<file path="config.mk">
export PLATFORM = sky130hd
export DESIGN_NAME = rs_syndrome_engine
export DESIGN_NICKNAME = d
export VERILOG_FILES = /design/src/rtl/rs_pkg.sv /design/src/rtl/rs_gf_const_mul.sv /design/src/rtl/rs_syndrome_engine.sv
export SDC_FILE = /design/constraint.sdc
export NUM_CORES = 1
export LEC_CHECK = 0
export ABC_AREA = 1
export CORE_UTILIZATION = 30
export CTS_CLUSTER_SIZE = 12
export DETAILED_ROUTE_END_ITERATION = 7
export DONT_BUFFER_PORTS = 1
export GPL_TIMING_DRIVEN = 0
export PLACE_DENSITY_LB_ADDON = 0.08
export SLEW_MARGIN = 20
export SYNTH_ARGS = -nofsm -noshare
export SYNTH_HDL_FRONTEND = slang
export SYNTH_HIERARCHICAL = 1
export SYNTH_SLANG_ARGS = --single-unit
</file>
<file path="constraint.sdc">
create_clock -name Clk -period 3.6 [get_ports Clk]
set_input_delay 0.54 -clock Clk [delete_from_list [all_inputs] [get_ports Clk]]
set_output_delay 0.54 -clock Clk [all_outputs]
set_load 0.03 [all_outputs]
</file>
<file path="src/rtl/rs_pkg.sv">
// rs_pkg: shared Reed-Solomon field defaults, FSM states and elaboration-time alpha powers
package rs_pkg;
  localparam int M = 8;
  localparam int N = 204;
  localparam int NSYM = 16;
  localparam int PRIM_POLY = 'h11D;
  typedef enum logic {IDLE, ACC} state_t;
  function automatic int gf_alpha_pow(int k, int m, int poly);
    int r;
    r = 1;
    for (int i = 0; i < k; i++) begin
      r = r << 1;
      if (((r >> m) & 1) != 0) r = r ^ poly;
    end
    return r;
  endfunction
endpackage

</file>
<file path="src/rtl/rs_gf_const_mul.sv">
// rs_gf_const_mul: GF(2^M) multiply of x by the constant alpha^K as a pure XOR network
module rs_gf_const_mul #(
  parameter int M = rs_pkg::M,
  parameter int PRIM_POLY = rs_pkg::PRIM_POLY,
  parameter int K = 0
) (
  input  logic [M-1:0] x,
  output logic [M-1:0] y
);
  import rs_pkg::*;
  function automatic logic [M*M-1:0] cols_f();
    logic [M*M-1:0] c;
    for (int i = 0; i < M; i++) c[i*M +: M] = M'(gf_alpha_pow(K + i, M, PRIM_POLY));
    return c;
  endfunction
  localparam logic [M*M-1:0] COLS = cols_f();
  always_comb begin
    y = '0;
    for (int i = 0; i < M; i++) y = y ^ (COLS[i*M +: M] & {M{x[i]}});
  end
endmodule

</file>
<file path="src/rtl/rs_syndrome_engine.sv">
// rs_syndrome_engine: streaming Horner syndrome accumulator with frame sync and registered outputs
module rs_syndrome_engine #(
  parameter int M = rs_pkg::M,
  parameter int N = rs_pkg::N,
  parameter int NSYM = rs_pkg::NSYM,
  parameter int PRIM_POLY = rs_pkg::PRIM_POLY,
  parameter int FCR = 0
) (
  input  logic              Clk,
  input  logic              Reset,
  input  logic [M-1:0]      In_Sym,
  input  logic              In_Valid,
  input  logic              In_Sof,
  output logic [NSYM*M-1:0] Out_S,
  output logic              Out_Valid,
  output logic              Out_NoErr,
  output logic              Sync_Err
);
  import rs_pkg::*;
  localparam int CW = N > 1 ? $clog2(N) : 1;
  state_t state_q, state_d;
  logic [CW-1:0] cnt_q, cnt_d;
  logic [NSYM*M-1:0] s_q, s_d, mul, out_s_q, out_s_d;
  logic out_valid_q, out_valid_d, no_err_q, no_err_d, sync_err_q, sync_err_d;
  logic sof, accept, restart, last;
  for (genvar g = 0; g < NSYM; g++) begin : g_mul
    rs_gf_const_mul #(.M(M), .PRIM_POLY(PRIM_POLY), .K(FCR + g)) u_mul (
      .x(s_q[g*M +: M]),
      .y(mul[g*M +: M])
    );
  end
  always_comb begin
    sof = In_Valid & In_Sof;
    accept = In_Valid & (sof | state_q == ACC);
    restart = sof & state_q == ACC & cnt_q != '0;
    last = accept & ((sof ? CW'(0) : cnt_q) == CW'(N - 1));
    s_d = accept ? (sof ? {NSYM{In_Sym}} : mul ^ {NSYM{In_Sym}}) : s_q;
    cnt_d = last ? '0 : sof ? CW'(1) : accept ? cnt_q + CW'(1) : cnt_q;
    state_d = last ? IDLE : sof ? ACC : state_q;
    out_s_d = last ? s_d : out_s_q;
    no_err_d = last ? ~|s_d : no_err_q;
    out_valid_d = last;
    sync_err_d = restart;
  end
  always_ff @(posedge Clk) begin
    if (Reset) begin
      state_q <= IDLE;
      cnt_q <= '0;
      s_q <= '0;
      out_s_q <= '0;
      no_err_q <= 1'b0;
      out_valid_q <= 1'b0;
      sync_err_q <= 1'b0;
    end else begin
      state_q <= state_d;
      cnt_q <= cnt_d;
      s_q <= s_d;
      out_s_q <= out_s_d;
      no_err_q <= no_err_d;
      out_valid_q <= out_valid_d;
      sync_err_q <= sync_err_d;
    end
  end
  assign Out_S = out_s_q;
  assign Out_Valid = out_valid_q;
  assign Out_NoErr = no_err_q;
  assign Sync_Err = sync_err_q;
endmodule

</file>
==> metrics.md, run 1 <==
| Metric | Value |
|---|---|
| Unrepaired setup endpoints after global routing | `no` |
| Outcome | `finished clean` |
| Yosys cell types | `37` |
| DRC errors left | `0` |
| Core Area | `0.0492 mm2` |
| Fmax | `0.312 GHz` |
| Max Cap Viol | `0` |
| Final Setup Violations | `0` |
| Starting DRC count in detailed routing | `1,197` |
| Maximum vdd drop | `0.298 mV` |
| Hold Buf Count CTS | `0` |
| Worst Setup Slack, final | `0.396 ns` |
| Hold WS | `0.212 ns` |
| Hold Path End | `Sync_Err` |
| Drt wl/cell | `19.2 um` |
| Nets | `2,451` |
| Clock Latency Late Sink | `0.56 ns` |
| Die height | `226 um` |
| Routed vias | `15.0k` |
| Post-route ant nets | `0` |
| Minimum clock period | `3.20 ns` |
| Total negative setup slack | `0 ns` |
| P_leak | `7.77 nW` |
| First-pass GRT wire length | `90,400 um` |
| GRT overflow | `0` |
| Antenna cell count | `0` |
| Post-CTS sizing | `0` |
| Hold Path Stages | `3` |
| Reg2reg path depth | `12` |
| Worst reg2reg endpoint | `Out_NoErr` |
| Gate count of the mapped netlist | `2,400` |
| Share of layout cells above drive strength 1 | `6.78%` |
| Antenna violations before repair | `1` |
| WP data required | `4.10 ns` |
| DP Area | `0.0158 mm2` |
| Clk slew on worst S/H paths | `0.06 ns` |
| Vias in the first global route | `14.4k` |
| DIE AREA | `0.0509 mm2` |
| Worst-margin pin slew | `1.14 ns` |
| Crit. End Element | `flop` |
| Avg Vias per Cell | `4.79` |
| Final core utilization | `34.5%` |
| GR Util All Layers | `24.0%` |
| Area Overhead vs Synth | `13.1%` |
| Starting density of the core | `30.5%` |
| Finished Cell Area | `0.0169 mm2` |
| Slew HR | `24.2%` |
| FF-to-FF Start | `state_q` |
| IO Count | `143` |
| Post-CTS Setup Bufs | `0` |
| Crit path max fanout | `10` |
| Commonest non-fill, non-tap cell in the layout | `nand2_1` |
| Hold Crit Start | `Reset` |
| Pin count of the biggest net entering global routing | `13` |
| Num rows | `81` |
| Mapped cell area | `0.0150 mm2` |
| Startpoint types | `flop` |
| PwrDens | `522 mW/mm2` |
| Pre-CTS WS | `0.0289 ns` |
| Root Driver | `clkbuf_16` |
| Post-Route WL | `60,200 um` |
| Clock Sinks | `268` |
| Mean Syn Cell Area | `6.24 um2` |
| WS Path Type | `reg -> reg` |
| Max clock buf depth | `3` |
| Synth warn | `6` |
| Final hold violation count | `0` |
| CP arrival | `3.70 ns` |
| Post-synthesis sequential area ratio | `35.8%` |
| Commonest non-fill, non-tap cells in the layout | `nand2_1 (963), dfxtp_1 (268), nand3_1 (229), nor2_1 (202), inv_1 (195)` |
| Yosys reg bits | `268` |
| CTS tree | `built` |
| Top FF cell, synth | `dfxtp_1` |
| HP Class | `in -> reg` |
| Num CTS Buffers | `35` |
| Final Wtd Congestion | `0.897` |
| Die Wd | `226 um` |
| Final Cycle Share | `89.0%` |
| Final Skew | `0.0244 ns` |
| Final slew viol count | `0` |
| HPWL after DPL | `42,900 um` |
| Port Buf Inserts | `0` |
| H-tree Lvls | `2` |
| Reg-to-reg setup timing slack | `0.40 ns` |
| FFs w/ async S/R, synth | `0%` |
| Number of synthesized flops with an enable pin | `0` |
| Mapped Nets | `2,414` |
| TritonRoute pass-1 iters | `8` |
## cells in the mapped netlist, types with 3 or more instances
cell      instances  area share (%)
nand2_1         963              24
inv_2            15            0.38
nand2_2          12            0.50
nor3_1            3            0.10
nand2b_1         10            0.42
xnor2_2           3            0.33
or2_1             3            0.13
buf_4            27             1.4
buf_6             4            0.30
inv_1           195             4.9
o21ai_1          20            0.67
dfxtp_1         268              36
buf_1             7            0.18
o21ai_0         152             5.1
or2_0             9            0.38
nand3_1         229             7.6
o22ai_1           4            0.17
nor2_1          202             5.1
clkbuf_1         67             1.7
a21oi_1           9            0.30
xor2_1           72             4.2
buf_2            44             1.5
xnor2_1          62             3.6
## registers in the layout, summed over array words and instances (netlist names)
| register | cells |
|---|---|
| Out_S | 128 |
| s_q | 128 |
| cnt_q | 8 |
| Out_NoErr | 1 |
| Out_Valid | 1 |
| Sync_Err | 1 |
| state_q | 1 |
## worst max path at each step
stage / startpoint / endpoint
floorplan: In_Sym[1] / Out_NoErr
global placement: In_Sym[7] / Out_NoErr
detailed placement: In_Sym[7] / Out_NoErr
CTS: state_q / Out_NoErr
global route: state_q / Out_NoErr
finish: state_q / Out_NoErr
## per-stage QoR
step	std cells	power, mW
2_1_floorplan	2400	4.79
3_3_place_gp	3064	5.37
3_5_place_dp	3064	5.39
4_1_cts	3127	8.95
5_1_grt	3127	9.36
6_report	3127	8.84
## critical path, stage by stage (launching register included)
cell,delay (ns)
dfxtp_1,0.35
o21ai_4,0.41
clkbuf_1,0.77
nand2_1,0.10
nand2_1,0.21
nand2_1,0.08
nor2_1,0.22
nand2_1,0.12
nor2_1,0.30
nand2_1,0.19
nor2_1,0.14
nand3_1,0.15
nand2_1,0.10
## area by class of cell
type,count,area [um2]
clock buffers,50,1000
well taps,664,831
clock inverters,13,123
multi-input cells,1771,8080
flip-flops and latches,268,5370
inverters,211,795
plain buffers,150,754
fillers,5455,32200
## power by group
group | switching, mW | internal, mW | total (mW)
registers | 0.169 | 3.10 | 3.27
clock network | 1.41 | 2.09 | 3.50
logic | 1.38 | 0.699 | 2.08
## cells by family after synthesis
| group | after synthesis | synth area share [%] |
|---|---|---|
| AO/OA/AOI/OAI | 190 | 6.53 |
| XOR/XNOR | 139 | 8.37 |
| adder cells (fa/ha/maj) | 2 | 0.167 |
| buffers and inverters | 361 | 10.3 |
| flip-flops | 268 | 35.8 |
| multiplexers | 2 | 0.134 |
| AND/OR/NAND/NOR | 1438 | 38.7 |
## routing by layer
layer | up-vias | track usage, % | wire length (um) | part of all wire, %
met5 | - | 0 | 8 | 0.013
met2 | 453 | 40.8 | 28100 | 47
met1 | 6933 | 29.7 | 25800 | 43
met4 | 2 | 10.2 | 2400 | 4.0
li1 | 7448 | - | - | -
met3 | 127 | 4.20 | 3930 | 6.5
No activity file was read; power rests on OpenSTA's default activity.
==> run 2, diff against run 1 <==
Settings changed: CORE_MARGIN set to 4.
==> run 2 against run 1 <==
  * Total power grew 3.5%
  * Global-route usage shrank 1.8 points
  * Die area grew 5.4%
  * Clock skew shrank 0.0056 ns
  * Setup slack lost 0.064 ns
  * Critical endpoint unchanged
  * Maximum frequency shrank 2.0%
  * Register-to-register slack lost 0.06 ns
  * Sequential power is essentially flat
  * Design area grew 0.64%
  * Via count shrank 0.57%
  * Largest cell class unchanged
==> metrics.md, run 2 (synthesis results as in run 1) <==
| Metric | Value |
|---|---|
| Outcome | `finished clean` |
| FILL cells | `5,356 (-1.8%)` |
| Max clock buf depth | `3 (unchanged)` |
| Commonest non-fill, non-tap cells in the layout | `nand2_1 (963), dfxtp_1 (268), nand3_1 (229), nor2_1 (202), inv_1 (195)` |
| Pin count of the biggest net entering global routing | `13 (unchanged)` |
| Commonest non-fill, non-tap cell in the layout | `nand2_1` |
| DRC errors left | `0 (unchanged)` |
| DP Area | `0.0158 mm2 (about the same)` |
| Clk slew on worst S/H paths | `0.06 ns (about the same)` |
| Minimum clock period | `3.27 ns (+0.0638 ns)` |
| Final slew viol count | `0 (unchanged)` |
| Final hold violation count | `0 (unchanged)` |
| Port Buf Inserts | `0 (unchanged)` |
| Met2 GRT Util | `37.8% (-3.0 points)` |
| HP Class | `in -> reg` |
| Vias in the first global route | `14.2k (-1.8%)` |
| Starting density of the core | `30.5% (unchanged)` |
| Drt wl/cell | `19.3 um (+0.37%)` |
| H-tree Lvls | `2 (unchanged)` |
| Reg-to-reg setup timing slack | `0.33 ns (-0.06 ns)` |
| Post-route ant nets | `0 (unchanged)` |
| Worst-margin pin slew | `1.16 ns (+0.0221 ns)` |
| Final Setup Violations | `0 (unchanged)` |
| Core Area | `0.0492 mm2 (unchanged)` |
| Slew HR | `22.7% (-1.5 points)` |
| Post-CTS sizing | `0 (unchanged)` |
| Die height | `232 um (+2.7%)` |
| DIE AREA | `0.0536 mm2 (+5.4%)` |
| Hold Crit Start | `Reset` |
| CTS tree | `built` |
| Root Driver | `clkbuf_16` |
| IO Count | `143 (unchanged)` |
| Antenna cell count | `0 (unchanged)` |
| Final Wtd Congestion | `0.895 (-0.28%)` |
| CP endpoint | `Out_NoErr` |
| Final Skew | `0.0188 ns (-0.00562 ns)` |
| Finished Cell Area | `0.0171 mm2 (+0.64%)` |
| Placed cells | `3,064 (unchanged)` |
| Pre-CTS WS | `-0.0107 ns (-0.0396 ns)` |
| Area Overhead vs Synth | `13.8%` |
| Crit. End Element | `flop` |
| P_leak | `7.83 nW (+0.78%)` |
| Antenna violations before repair | `0 (-1)` |
| Fmax | `0.306 GHz (-2.0%)` |
| Num CTS Buffers | `34 (-2.9%)` |
| Hold Buf Count CTS | `0 (unchanged)` |
| Worst reg2reg endpoint | `Out_NoErr` |
| HPWL after DPL | `43,300 um (+1.1%)` |
| Post-Route WL | `60,400 um (+0.28%)` |
| TritonRoute pass-1 iters | `5 (-3)` |
| WP data required | `4.09 ns (about the same)` |
| GRT overflow | `0 (unchanged)` |
| Share of layout cells above drive strength 1 | `6.87% (+0.090 points)` |
| FF-to-FF Start | `state_q` |
| Clock Sinks | `268 (unchanged)` |
| GR Util All Layers | `22.2% (-1.8 points)` |
| Nets | `2,450 (-0.041%)` |
| First-pass GRT wire length | `90,400 um (about the same)` |
| Avg Vias per Cell | `4.76 (-0.47%)` |
| Num rows | `81 (unchanged)` |
| Die Wd | `232 um (+2.7%)` |
| Final non-filler cell total | `3,124 (-0.096%)` |
| Unrepaired setup endpoints after global routing | `no` |
| Routed vias | `14.9k (-0.57%)` |
| Final core utilization | `34.7% (+0.22 points)` |
| Worst Setup Slack, final | `0.332 ns (-0.0638 ns)` |
| Crit path launch | `state_q` |
| CP arrival | `3.76 ns (+0.06 ns)` |
| Maximum vdd drop | `0.284 mV (-4.4%)` |
| Clock Latency Late Sink | `0.55 ns (about the same)` |
| Final Cycle Share | `90.8% (+1.8 points)` |
| Post-CTS Setup Bufs | `0 (unchanged)` |
| PwrDens | `536 mW/mm2 (+2.8%)` |
| Met1 global-route usage | `29.0% (-0.69 points)` |
| Busiest grt layer | `met2` |
| Startpoint types | `flop` |
| Reg2reg path depth | `12 (unchanged)` |
| WS Path Type | `reg -> reg` |
| Met3 Use GR | `3.49% (-0.71 points)` |
| Starting DRC count in detailed routing | `1,309 (+9.4%)` |
| Max Cap Viol | `0 (unchanged)` |
| Hold WS | `0.232 ns (+0.0205 ns)` |
| Crit path max fanout | `10 (unchanged)` |
## run 2: worst min-delay path by stage
| stage | end | slack [ns] | cells after the start |
|---|---|---|---|
| 6_report | Sync_Err | 0.23 | 3 |
| 2_1_floorplan | cnt_q[1] | 0.47 | 2 |
| 3_5_place_dp | cnt_q[1] | 0.49 | 2 |
| 4_1_cts | Sync_Err | 0.20 | 3 |
| 5_1_grt | Sync_Err | 0.22 | 3 |
| 3_3_place_gp | cnt_q[1] | 0.49 | 2 |
## run 2: metal layers
| metal | up-vias | part of all wire (%) | wire length [um] |
|---|---|---|---|
| met4 | 0 | 2.7 | 1600 |
| met2 | 488 | 47 | 28500 |
| met5 | - | 0 | 0 |
| li1 | 7433 | - | - |
| met1 | 6865 | 43 | 26100 |
| met3 | 92 | 6.8 | 4100 |
## run 2: final cells by class
class | count | area [um2] | area share (%)
Clock inverter | 14 | 259 | 1.52
Sequential cell | 268 | 5370 | 31.5
Clock buffer | 46 | 977 | 5.73
Tap cell | 664 | 831 | 4.87
Multi-Input combinational cell | 1771 | 8080 | 47.3
Buffer | 150 | 754 | 4.42
Inverter | 211 | 795 | 4.66
## run 2: worst max-delay path: stages, from the launching register on
cell and delay (ns):
dfxtp_1 0.35, o21ai_4 0.39, clkbuf_1 0.78, nand2_1 0.10, nand2_1 0.22, nand2_1 0.07
nor2_1 0.24, nand2_1 0.14, nor2_1 0.32, nand2_1 0.20, nor2_1 0.13, nand3_1 0.15
nand2_1 0.09
## run 2: per-stage QoR
| step | power, mW | setup TNS, ns |
|---|---|---|
| global route | 9.66 | 0 |
| global placement | 5.37 | 0 |
| detailed placement | 5.39 | -0.0107 |
| CTS | 9.26 | 0 |
| floorplan | 4.79 | 0 |
| finish | 9.15 | 0 |
## run 2: power breakdown
group | internal, mW | total, mW | switching (mW)
sequential | 3.09 | 3.27 | 0.173
clock | 2.41 | 3.81 | 1.40
combinational | 0.699 | 2.07 | 1.37
total | 6.21 | 9.15 | 2.94
==> run 3, diff against run 2 <==
Settings changed: SYNTH_HIERARCHICAL 1 to not set.
==> run 3 against run 2 <==
  * Synthesized cell count increased by 9.9%
  * Hold slack worse by 0.083 ns
  * Utilization grew 0.097 points
  * Maximum frequency is 4.1% lower
==> metrics.md, run 3 <==
| Metric | Value |
|---|---|
| Num CTS Buffers | `35 (+2.9%)` |
| Minimum clock period | `3.41 ns (+0.141 ns)` |
| Routed vias | `16.5k (+11%)` |
| Worst-margin pin slew | `1.28 ns (+0.118 ns)` |
| Slew HR | `14.9% (-7.8 points)` |
| Most frequent cell after synthesis | `nand2_1` |
| Worst path max stage delay | `0.72 ns (-0.06 ns)` |
| P_leak | `9.01 nW (+15%)` |
| Post-Route WL | `68,100 um (+13%)` |
| Critical Path, Cell by Cell | `o21ai_4, nor2_1, buf_2, xor2_1, nand3_1, nor2_1, nand2_1, nor2_1, nand2_1, nor2_1, nand3_1, nand2_1` |
| Reg-to-reg setup timing slack | `0.19 ns (-0.14 ns)` |
| Commonest non-fill, non-tap cells in the layout | `nand2_1 (1,159), inv_1 (302), nor2_1 (270), dfxtp_1 (268), o21ai_0 (219)` |
| WP data required | `4.10 ns (about the same)` |
| Final hold violation count | `0 (unchanged)` |
| Worst path top cell family by delay | `simple AND/OR/NAND/NOR gates` |
| Yosys top cell by area | `dfxtp_1` |
| Mapped Nets | `2,652 (+9.9%)` |
| Area share of the largest cell type after synthesis | `35.2% (-0.61 points)` |
| Post-synth top cells | `nand2_1 (1,159), inv_1 (304), nor2_1 (275), dfxtp_1 (268), o21ai_0 (219)` |
| CP max-delay cell | `nor2_1` |
| Mapped cell area | `0.0152 mm2 (+1.7%)` |
| Die Wd | `233 um (+0.83%)` |
| Fmax | `0.293 GHz (-4.1%)` |
| Synth warn | `0 (-6)` |
| Commonest non-fill, non-tap cell in the layout | `nand2_1` |
| Hold Buf Count CTS | `0 (unchanged)` |
| Number of synthesized flops with an enable pin | `0 (unchanged)` |
| Mean Syn Cell Area | `5.78 um2 (-7.4%)` |
| Clock Latency Late Sink | `0.55 ns (about the same)` |
| Reg area | `0.00537 mm2 (unchanged)` |
| H-tree Lvls | `2 (unchanged)` |
| GRT overflow | `0 (unchanged)` |
| Crit path max fanout | `10 (unchanged)` |
| Area Overhead vs Synth | `14.5%` |
| Final Setup Violations | `0 (unchanged)` |
| Die height | `233 um (+0.83%)` |
| Area of the multi-input gates | `0.00828 mm2 (+2.5%)` |
| DRC errors left | `0 (unchanged)` |
| Vias in the first global route | `15.1k (+6.5%)` |
| Num rows | `82 (+1.2%)` |
| First-pass GRT wire length | `98,700 um (+9.2%)` |
| FFs w/ async S/R, synth | `0% (unchanged)` |
| TritonRoute pass-1 iters | `8 (+3)` |
| Antenna violations before repair | `2 (+2)` |
| Clock Sinks | `268 (unchanged)` |
| CTS tree | `built` |
| Max clock buf depth | `3 (unchanged)` |
| Avg Vias per Cell | `4.90 (+2.9%)` |
| Max Cap Viol | `0 (unchanged)` |
| Port Buf Inserts | `0 (unchanged)` |
| Nets | `2,691 (+9.8%)` |
| Final Skew | `0.0190 ns (+0.000173 ns)` |
| Final slew viol count | `0 (unchanged)` |
| Core Area | `0.0502 mm2 (+2.1%)` |
| IO Count | `143 (unchanged)` |
| Post-synthesis sequential area ratio | `35.2% (-0.61 points)` |
| Yosys cell types | `32 (-14%)` |
| Starting density of the core | `30.4% (-0.099 points)` |
| Crit-path most repeated cell | `nor2_1` |
| Crit. End Element | `flop` |
| DIE AREA | `0.0545 mm2 (+1.7%)` |
| Buf/Inv on CP | `1 (unchanged)` |
| FILL cells | `5,538 (+3.4%)` |
| Starting DRC count in detailed routing | `1,308 (-0.076%)` |
| Startpoint types | `flop` |
| Post-CTS Setup Bufs | `0 (unchanged)` |
| Final Cycle Share | `94.7% (+3.9 points)` |
| HP Class | `in -> reg` |
| Share of layout cells above drive strength 1 | `5.14% (-1.7 points)` |
| Outcome | `finished clean` |
| GR Util All Layers | `24.5% (+2.3 points)` |
| Top post-synthesis cells by area | `dfxtp_1 (35%), nand2_1 (29%), inv_1 (7.5%)` |
| Hold WS | `0.149 ns (-0.0834 ns)` |
| Top FF cell, synth | `dfxtp_1` |
| Drt wl/cell | `20.2 um (+4.4%)` |
| PwrDens | `529 mW/mm2 (-1.4%)` |
| Final Wtd Congestion | `0.907 (+1.4%)` |
| Final core utilization | `34.8% (+0.097 points)` |
| Root Driver | `clkbuf_16` |
| Maximum vdd drop | `0.256 mV (-9.9%)` |
| Unrepaired setup endpoints after global routing | `no` |
| Clk slew on worst S/H paths | `0.06 ns (about the same)` |
| Pin count of the biggest net entering global routing | `13 (unchanged)` |
| WS Path Type | `reg -> reg` |
| Post-route ant nets | `0 (unchanged)` |
| Yosys reg bits | `268 (unchanged)` |
| Gate count of the mapped netlist | `2,638 (+9.9%)` |
| CP arrival | `3.90 ns (+0.14 ns)` |
| HPWL after DPL | `48,600 um (+12%)` |
run 3: path summary, 6_finish.rpt:
path                 start  cells after the start         to
hold / removal       Reset                      2    s_q[34]
setup reg to reg   state_q                     12  Out_NoErr
setup / recovery   state_q                     12  Out_NoErr
hold reg to reg   cnt_q[7]                      3   cnt_q[7]
run 3: routing by layer:
layer,vias up,GRT usage (%),wire length (um)
met1,7683,33.1,30300
met4,0,7.85,2160
met2,519,39.7,30700
li1,8236,-,-
met3,106,4.32,4980
met5,-,0,0
run 3: area by class of cell:
| type | count | share of cell area [%] |
|---|---|---|
| Tap cell | 672 | 4.82 |
| Inverter | 307 | 6.65 |
| Timing Repair Buffer | 2 | 0.150 |
| Clock inverter | 16 | 1.69 |
| Antenna cell | 2 | 0.0287 |
| Multi-Input combinational cell | 1962 | 47.4 |
| Clock buffer | 47 | 5.79 |
| Sequential cell | 268 | 30.7 |
| Buffer | 101 | 2.72 |
run 3: logic make-up after synthesis:
group	after synthesis	share of synthesized area, %
AND/OR/NAND/NOR	1655	42.9
buffers and inverters	408	10.7
AO/OA/AOI/OAI	280	9.63
flip-flops	268	35.2
XOR/XNOR	25	1.44
adder cells (fa/ha/maj)	2	0.164
run 3: stage by stage:
| stage | power, mW | worst slack (ns) | setup TNS, ns | instance area [um2] | std cells |
|---|---|---|---|---|---|
| 4_1_cts | 9.32 | 0.0461 | 0 | 17400 | 3375 |
| 3_5_place_dp | 5.23 | -0.144 | -0.144 | 16100 | 3312 |
| 3_3_place_gp | 5.21 | -0.773 | -1.37 | 16100 | 3310 |
| 5_1_grt | 9.71 | 0.141 | 0 | 17500 | 3375 |
| 6_report | 9.23 | 0.191 | 0 | 17500 | 3377 |
| 2_1_floorplan | 4.58 | 1.65 | 0 | 15200 | 2638 |
run 3: worst reg2reg max path: stages, from the launching register on:
cell and delay, ns:
dfxtp_1 0.41, o21ai_4 0.16, nor2_1 0.73, buf_2 0.62
xor2_1 0.32, nand3_1 0.11, nor2_1 0.10, nand2_1 0.06
nor2_1 0.18, nand2_1 0.07, nor2_1 0.28, nand3_1 0.24
nand2_1 0.10
run 3: repair_timing:
action,in CTS,in global routing
hold endpoints to repair,0,0
gates resized for setup,1,4
cloned,0,0
setup endpoints to repair,1,1
run 3: report_power, final:
part	internal, mW	switching [mW]	total, mW
clock	2.55	1.49	4.04
combinational	0.552	1.39	1.95
sequential	3.09	0.154	3.24
